[config.mk]
export PLATFORM = sky130hd
export DESIGN_NAME = fetch_stage
export DESIGN_NICKNAME = d
export VERILOG_FILES = /design/src/rtl/fetch_stage.sv
export SDC_FILE = /design/constraint.sdc
export NUM_CORES = 1
export LEC_CHECK = 0
export CORE_ASPECT_RATIO = 1.5
export CORE_UTILIZATION = 49
export DETAILED_ROUTE_END_ITERATION = 10
export PLACE_DENSITY_LB_ADDON = 0.05
export SLEW_MARGIN = 25
export SYNTH_ARGS = -nofsm -noshare
export SYNTH_HDL_FRONTEND = slang
export SYNTH_SLANG_ARGS = --single-unit
[constraint.sdc]
create_clock -name clk -period 3.95 [get_ports clk]
set_clock_uncertainty 0.05 [all_clocks]
set_input_delay 1.185 -clock clk [delete_from_list [all_inputs] [get_ports clk]]
set_output_delay 1.185 -clock clk [all_outputs]
set_load 0.02 [all_outputs]
[src/rtl/fetch_stage.sv]
// -----------------------------------------------------------------------------
// fetch_stage
//
// Fetch stage of the 16-bit single-issue core. Holds the architectural PC,
// reads one instruction per PC from instruction memory over a req/ack
// handshake and hands it to decode over a valid/ready handshake. On a
// non-HALT accept the PC is loaded from the external next-PC logic. A
// redirect (flush) restarts fetch at redirect_pc.
//
// Optional build macro: FETCH_PERF_CNT_EN
//   When defined, adds the fetch_count and stall_count performance counters.
//
// Ports:
//   clk            clock, rising edge
//   rst_n          asynchronous active-low reset
//   next_pc        next PC from the next-PC logic (computed from pc_out)
//   pc_out         PC of the instruction being fetched or held
//   imem_req       instruction-memory read request
//   imem_addr      read address of the outstanding request
//   imem_ack       memory returns imem_rdata this cycle
//   imem_rdata     instruction word from memory
//   instr_out      registered instruction to decode
//   instr_valid    instr_out is valid
//   instr_ready    decode accepts instr_out
//   halt_in        decode flags instr_out as HALT
//   redirect_valid flush current fetch, restart at redirect_pc
//   redirect_pc    restart address
//   halted         core has stopped fetching
//   fetch_count    (FETCH_PERF_CNT_EN) accepted instructions, wraps at 2^32
//   stall_count    (FETCH_PERF_CNT_EN) stall cycles, wraps at 2^32
// -----------------------------------------------------------------------------
module fetch_stage #(
    parameter int                ADDR_W   = 16,
    parameter logic [ADDR_W-1:0] RESET_PC = 16'h0000
) (
    input  logic              clk,
    input  logic              rst_n,
    input  logic [ADDR_W-1:0] next_pc,
    output logic [ADDR_W-1:0] pc_out,
    output logic              imem_req,
    output logic [ADDR_W-1:0] imem_addr,
    input  logic              imem_ack,
    input  logic [15:0]       imem_rdata,
    output logic [15:0]       instr_out,
    output logic              instr_valid,
    input  logic              instr_ready,
    input  logic              halt_in,
    input  logic              redirect_valid,
    input  logic [ADDR_W-1:0] redirect_pc,
    output logic              halted
`ifdef FETCH_PERF_CNT_EN
    ,
    output logic [31:0]       fetch_count,
    output logic [31:0]       stall_count
`endif
);

    typedef enum logic [1:0] {
        ST_RESET  = 2'd0,
        ST_REQ    = 2'd1,
        ST_HOLD   = 2'd2,
        ST_HALTED = 2'd3
    } state_t;

    state_t            state_reg;
    logic [ADDR_W-1:0] pc_reg;
    // Address of the request currently on the bus. It differs from pc_reg
    // only while a redirected request is still waiting for its stale ack.
    logic [ADDR_W-1:0] addr_reg;
    logic [15:0]       instr_reg;
    logic              valid_reg;
    logic              req_reg;
    logic              halted_reg;
    // Set when the outstanding request belongs to a PC that was flushed;
    // its returning data must be thrown away.
    logic              discard_reg;

    always_ff @(posedge clk or negedge rst_n) begin
        if (!rst_n) begin
            state_reg   <= ST_RESET;
            pc_reg      <= RESET_PC;
            addr_reg    <= RESET_PC;
            instr_reg   <= '0;
            valid_reg   <= 1'b0;
            req_reg     <= 1'b0;
            halted_reg  <= 1'b0;
            discard_reg <= 1'b0;
        end else begin
            case (state_reg)
                ST_RESET: begin
                    state_reg <= ST_REQ;
                    req_reg   <= 1'b1;
                    addr_reg  <= pc_reg;
                end

                ST_REQ: begin
                    if (redirect_valid) begin
                        pc_reg    <= redirect_pc;
                        valid_reg <= 1'b0;
                        if (imem_ack) begin
                            // The returning word is stale; reissue at the
                            // redirect target next cycle.
                            discard_reg <= 1'b0;
                            addr_reg    <= redirect_pc;
                        end else begin
                            // Keep the old request on the bus until its ack.
                            discard_reg <= 1'b1;
                        end
                    end else if (imem_ack) begin
                        if (discard_reg) begin
                            discard_reg <= 1'b0;
                            addr_reg    <= pc_reg;
                        end else begin
                            instr_reg <= imem_rdata;
                            valid_reg <= 1'b1;
                            req_reg   <= 1'b0;
                            state_reg <= ST_HOLD;
                        end
                    end
                end

                ST_HOLD: begin
                    if (redirect_valid) begin
                        pc_reg    <= redirect_pc;
                        addr_reg  <= redirect_pc;
                        valid_reg <= 1'b0;
                        req_reg   <= 1'b1;
                        state_reg <= ST_REQ;
                    end else if (instr_ready) begin
                        valid_reg <= 1'b0;
                        if (halt_in) begin
                            halted_reg <= 1'b1;
                            state_reg  <= ST_HALTED;
                        end else begin
                            pc_reg    <= next_pc;
                            addr_reg  <= next_pc;
                            req_reg   <= 1'b1;
                            state_reg <= ST_REQ;
                        end
                    end
                end

                ST_HALTED: begin
                    // Only reset leaves this state.
                    req_reg   <= 1'b0;
                    valid_reg <= 1'b0;
                end

                default: begin
                    state_reg <= ST_RESET;
                    req_reg   <= 1'b0;
                    valid_reg <= 1'b0;
                end
            endcase
        end
    end

    assign pc_out      = pc_reg;
    assign imem_req    = req_reg;
    assign imem_addr   = addr_reg;
    assign instr_out   = instr_reg;
    assign instr_valid = valid_reg;
    assign halted      = halted_reg;

`ifdef FETCH_PERF_CNT_EN
    logic [31:0] fetch_count_reg;
    logic [31:0] stall_count_reg;
    logic        accept;
    logic        stall;

    // A redirect in HOLD takes priority, so that cycle is not an accept.
    assign accept = (state_reg == ST_HOLD) && instr_ready && !redirect_valid;
    assign stall  = ((state_reg == ST_REQ) && !imem_ack) ||
                    ((state_reg == ST_HOLD) && !instr_ready);

    always_ff @(posedge clk or negedge rst_n) begin
        if (!rst_n) begin
            fetch_count_reg <= '0;
            stall_count_reg <= '0;
        end else begin
            if (accept) begin
                fetch_count_reg <= fetch_count_reg + 32'd1;
            end
            if (stall) begin
                stall_count_reg <= stall_count_reg + 32'd1;
            end
        end
    end

    assign fetch_count = fetch_count_reg;
    assign stall_count = stall_count_reg;
`endif

endmodule

==> summary.md, run 1 <==
| Metric | Value |
|---|---|
| Outcome | `completed` |
| Overall routing resource usage | `23.2%` |
| Data required, critical path | `4090 ps` |
| Most frequent cells after synthesis | `54 x dfrtp_1, 44 x mux2_2, 19 x mux2i_1` |
| Syn Inst Count | `238` |
| Layout cells sized above 1 | `22.5%` |
| DP Wirelength | `5000 um` |
| Reg area | `1350 um2` |
| Vias/cell | `5.72` |
| CTS Hold Bufs | `0` |
| Crit path max fanout | `18` |
| Reg-to-Reg End | `imem_addr[0]` |
| Hold/Removal Path Class | `reg2reg` |
| DP Area | `4030 um2` |
| Leading area contributor after synthesis | `dfrtp_1` |
| Final Max Slew Viols | `0` |
| FMAX | `between 0.3 and 0.4 GHz` |
| VDD IR max | `around 500 uV` |
| Slew @ Worst Pin | `around 760 ps` |
| Inserted Clock Buffers | `5` |
| GRT Residual Overflow | `0` |
| Tcrit/Tclk final | `about three quarters` |
| Via count of the first global-routing pass | `2435` |
| DR vias | `between 2000 and 2500` |
| Setup CP Type | `in2reg` |
| Asr flop ratio synth | `100%` |
| Setup-failing EPs final | `0` |
| Final WL | `7030 um` |
| Area grow syn2layout | `38.6%` |
| Critical Path Source | `redirect_valid` |
| Drt wl/cell | `17.1 um` |
| # diodes | `0` |
| Share of the synthesized area in the top cell type | `45.2%` |
| Cell Rows | `34` |
| Area of the multi-input gates | `roughly 1500 um2` |
| CTS root buf | `clkbuf_8` |
| Worst Setup End Kind | `flop` |
| Crit path launch type | `input port` |
| Post-Place Setup Slack | `approximately 700 ps` |
| Initial DRC Count | `62` |
| I/O pins | `105` |
| Reg-to-Reg Start | `state_reg[0]` |
| Initial core utilization | `51.3%` |
| EDFF count, synth | `0` |
| WL met2 | `between 3000 and 4000 um` |
| Post-route ant nets | `0` |
| Most numerous cell in the Yosys netlist | `dfrtp_1` |
| Syn_area_per_cell | `12.6 um2` |
| Mapped cell area | `~3000 um2` |
| Num Clock Sinks | `54` |
| Routed wl met3 | `455 um` |
| Wl on met1 | `2840 um` |
| Synthesis warning total | `0` |
| Relative slew slack | `49.6%` |
| Die height | `97.7 um` |
| Synth unique cells | `40` |
| Syn Nets | `296` |
| Clk Latency, worst-skew pair | `300 ps` |
| Die Span X | `65.8 um` |
| Bufs on Longest Clock Path | `2` |
| Final Critical Period | `2960 ps` |
| Unrepaired setup endpoints after global routing | `false` |
| Top cells by area, synth | `dfrtp_1 45%, mux2_2 17%, mux2i_1 6.4%` |
| CTS tree | `yes` |
| Max Cap Viol | `0` |
| Prevailing post-synth register cell | `dfrtp_1` |
| Initial antenna violation count | `0` |
| Total power | `3480 uW` |
| Leakage | `0.00176 uW` |
| Finished Cell Area | `4150 um2` |
| Fin worst setup slack | `989 ps` |
| Yosys reg bits | `54` |
| Flop2flop setup slack | `approximately 1300 ps` |
| Post-cts resize count | `0` |
| Core area | `5830 um2` |
| H-tree depth | `2` |
| Postcts setup bufs | `0` |
| Pin count of the biggest net entering global routing | `44` |
| First-pass GRT wire length | `between 10000 and 15000 um` |
| Worst-case reg-to-reg path depth | `5` |
| Iteration count of the initial detailed-routing pass | `6` |
| Count of nets after finishing | `roughly 400` |
| RD Place Congestion | `0.772` |
| Setup crit end | `pc_out[12]` |
| Fin Setup TNS | `0 ps` |
| Final Hold Fails | `0` |
| Seq/Total Area, Yosys | `45.2%` |
| Uppermost layer routed | `met4` |
| DRC | `0` |
| PD cells | `840 nW/um2` |
| CP arrival | `a little over 3000 ps` |
| Fillers | `459` |
| Die Footprint | `6430 um2` |
| I/O Buffers | `about 100` |
| Reg clk slew, reported paths | `around 90 ps` |
## layer usage
layer / track usage, % / vias up
met5: 0 / -
met4: 8.86 / 0
met3: 5.05 / 8
met2: 39.7 / 93
met1: 27.5 / 1151
li1: - / 1095
## area by class of cell
cell class                 count  share of cell area (%)
tap                           72                    2.17
inverter                       4                   0.392
multi-input combinational    164                    36.5
clock buffer                   8                    2.66
sequential                    54                    32.6
timing repair buffer         108                    25.6
## how the worst min path moves through the flow
stage	to	slack, ps	from	cells after the start
after floorplan	discard_reg	460	discard_reg	2
after global placement	instr_out[11]	420	instr_out[11]	1
after detailed placement	instr_out[15]	420	instr_out[15]	1
after CTS	instr_out[15]	450	instr_out[15]	1
after global routing	instr_out[15]	460	instr_out[15]	1
final	instr_out[15]	440	instr_out[15]	1
## worst max-delay path: stages
cell and delay (ps):
buf_2 390, clkinv_2 400, nand2_2 460, mux2_2 390, mux2_2 260
## logic make-up after synthesis
group | Yosys count | share of synthesized area, %
buffers and inverters | 20 | 4.18
multiplexers | 83 | 31.7
flip-flops | 54 | 45.2
adder cells (fa/ha/maj) | 4 | 1.67
AND/OR/NAND/NOR | 31 | 5.40
AO/OA/AOI/OAI | 46 | 11.9
## power by group
part           total [uW]  internal [uW]  switching (uW)  leakage, uW
logic                2100           1120             986      0.00105
clock network         347            177             170    0.0000575
registers            1030            840             194     0.000650
## cell usage in the layout (no fill, tap or decap), types with 2 or more instances in the layout
cell / instances
buf_4: 5
dfrtp_1: 54
nand2b_1: 3
mux2_1: 10
nor2_1: 3
a21oi_1: 4
nand2_1: 16
mux2_4: 10
o221ai_1: 16
ha_1: 4
mux2i_1: 19
clkbuf_8: 8
mux2_2: 44
a22oi_1: 15
clkdlybuf4s50_1: 102
o21a_1: 2
inv_1: 2
## stage by stage
step           hold WS (ps)  cells  util, %
2_1_floorplan           456    238        -
3_3_place_gp            416    402     69.2
3_5_place_dp            424    402     69.2
4_1_cts                 445    410     71.1
5_1_grt                 461    410     71.1
6_report                439    410     71.1
No activity file was read; power rests on OpenSTA's default activity.
==> run 2, diff against run 1 <==
CORE_UTILIZATION = 41   (was 49)
clock period = 2.4 ns   (was 3.95 ns; I/O delays follow)
==> run 2 against run 1 <==
  * Register-to-register slack lost 1100 ps
  * Non-clock buffer count grew 11
  * Setup slack lost 720 ps
  * Critical endpoint is now pc_out[12]
==> summary.md, run 2 (same netlist as run 1, synthesis figures left out) <==
| Metric | Value |
|---|---|
| Initial DRC Count | `96` |
| Outcome | `completed` |
| Highest-count cells in the layout ignoring fill and taps | `102 x clkdlybuf4s50_1, 54 x dfrtp_1, 44 x mux2_2` |
| Fillers | `580` |
| Worst Setup End Kind | `output port` |
| Die Footprint | `7650 um2` |
| Fin Setup TNS | `0 ps` |
| Wl on met1 | `roughly 3200 um` |
| Overall routing resource usage | `19.6%` |
| Unrepaired setup endpoints after global routing | `false` |
| Routed wl met3 | `361 um` |
| Final WL | `roughly 7300 um` |
| Worst-case reg-to-reg path depth | `6` |
| DRC | `0` |
| Reg clk slew, reported paths | `100 ps` |
| GRT Residual Overflow | `0` |
| Delay-heaviest family, CP | `buffers and inverters` |
| CTS root buf | `clkbuf_8` |
| Final Hold Fails | `0` |
| Initial antenna violation count | `0` |
| Post-route ant nets | `0` |
| Leakage | `0.00182 uW` |
| WP buf/inv | `1` |
| DR vias | `2382` |
| Reg-to-Reg Start | `state_reg[0]` |
| Finished Cell Area | `4260 um2` |
| Reg-to-Reg End | `imem_addr[9]` |
| # diodes | `0` |
| Post-Place Setup Slack | `approximately 15 ps` |
| Relative slew slack | `68.6%` |
| Iteration count of the initial detailed-routing pass | `4` |
| Tcrit/Tclk final | `89.0%` |
| Hold/Removal Path Class | `in2async` |
| Inserted Clock Buffers | `5` |
| CP peak stage delay | `roughly 660 ps` |
| Vias/cell | `approximately 5.6` |
| Data required, critical path | `1630 ps` |
| DP Wirelength | `5090 um` |
| Max Cap Viol | `0` |
| Final Max Slew Viols | `0` |
| I/O Buffers | `between 100 and 150` |
| CTS tree | `yes` |
| Bufs on Longest Clock Path | `2` |
| I/O pins | `105` |
| CTS Hold Bufs | `0` |
| Crit path cell chain | `clkdlybuf4s50_1` |
| Final Critical Period | `2130 ps` |
| Count of nets after finishing | `406` |
| Commonest non-fill, non-tap cell in the layout | `clkdlybuf4s50_1` |
| PD cells | `1370 nW/um2` |
| Via count of the first global-routing pass | `2360` |
| FMAX | `0.468 GHz` |
| Crit-path slowest cell | `clkdlybuf4s50_1` |
| First-pass GRT wire length | `~12000 um` |
| Initial core utilization | `around 43%` |
| DP Area | `4160 um2` |
| Worst hold slack | `351 ps` |
| Clk Latency, worst-skew pair | `about 310 ps` |
| Drt wl/cell | `17.1 um` |
| WL met2 | `3540 um` |
| Fin worst setup slack | `265 ps` |
| VDD IR max | `794 uV` |
| Crit path launch type | `flop` |
| Postcts setup bufs | `0` |
| Area grow syn2layout | `42.3%` |
| Uppermost layer routed | `met4` |
| Flop2flop setup slack | `270 ps` |
| H-tree depth | `2` |
| Setup CP Type | `reg2out` |
| Pin count of the biggest net entering global routing | `55` |
| Cell Rows | `37` |
| Num Clock Sinks | `54` |
| RD Place Congestion | `a little over 0.8` |
| Crit path max fanout | `4` |
| Core area | `6940 um2` |
| Layout cells sized above 1 | `24.6%` |
| Setup-failing EPs final | `0` |
| CP arrival | `approximately 1400 ps` |
| Die height | `about 110 um` |
| Slew @ Worst Pin | `469 ps` |
| Die Span X | `71.7 um` |
-- run 2: layout make-up --
cell class	instances	area (um2)	area share [%]
multi-input cells	164	1520	35.7
well taps	78	97.6	2.29
clock inverters	1	5.00	0.118
repair buffers	119	1180	27.7
inverters	4	16.3	0.382
clock buffers	7	86.3	2.03
flip-flops and latches	54	1350	31.7
-- run 2: timing repair --
item / 4_1_cts / 5_1_grt
hold endpoints to repair: 0 / 0
endpoints found under the setup margin: 0 / 1
resized for setup: 0 / 1
-- run 2: power by group --
group | total [uW] | leakage [uW] | switching [uW] | internal, uW
logic | 3590 | 0.00112 | 1640 | 1950
clock network | 536 | 0.0000482 | 302 | 234
registers | 1700 | 0.000650 | 321 | 1380
total | 5830 | 0.00182 | 2260 | 3570
-- run 2: worst max path at each step --
stage	startpoint	endpoint	cells past startpoint
2_1_floorplan	redirect_valid	pc_out[10]	6
6_report	pc_out[12]	pc_out[12]	1
3_3_place_gp	instr_ready	imem_addr[0]	6
5_1_grt	state_reg[0]	imem_addr[9]	6
4_1_cts	state_reg[0]	imem_addr[3]	6
3_5_place_dp	imem_ack	instr_out[5]	6
-- run 2: routing by layer --
layer,GRT usage [%],vias to the layer above
met5,0,-
li1,-,1117
met1,25.0,1154
met4,9.80,0
met3,4.04,16
met2,31.3,95
-- run 2: per-stage QoR --
stage	utilization (%)	power, uW	std cells
CTS	61.2	5880	427
finish	61.3	5830	427
floorplan	-	3930	238
detailed placement	59.9	5330	419
global placement	59.9	5260	419
global route	61.3	6200	427
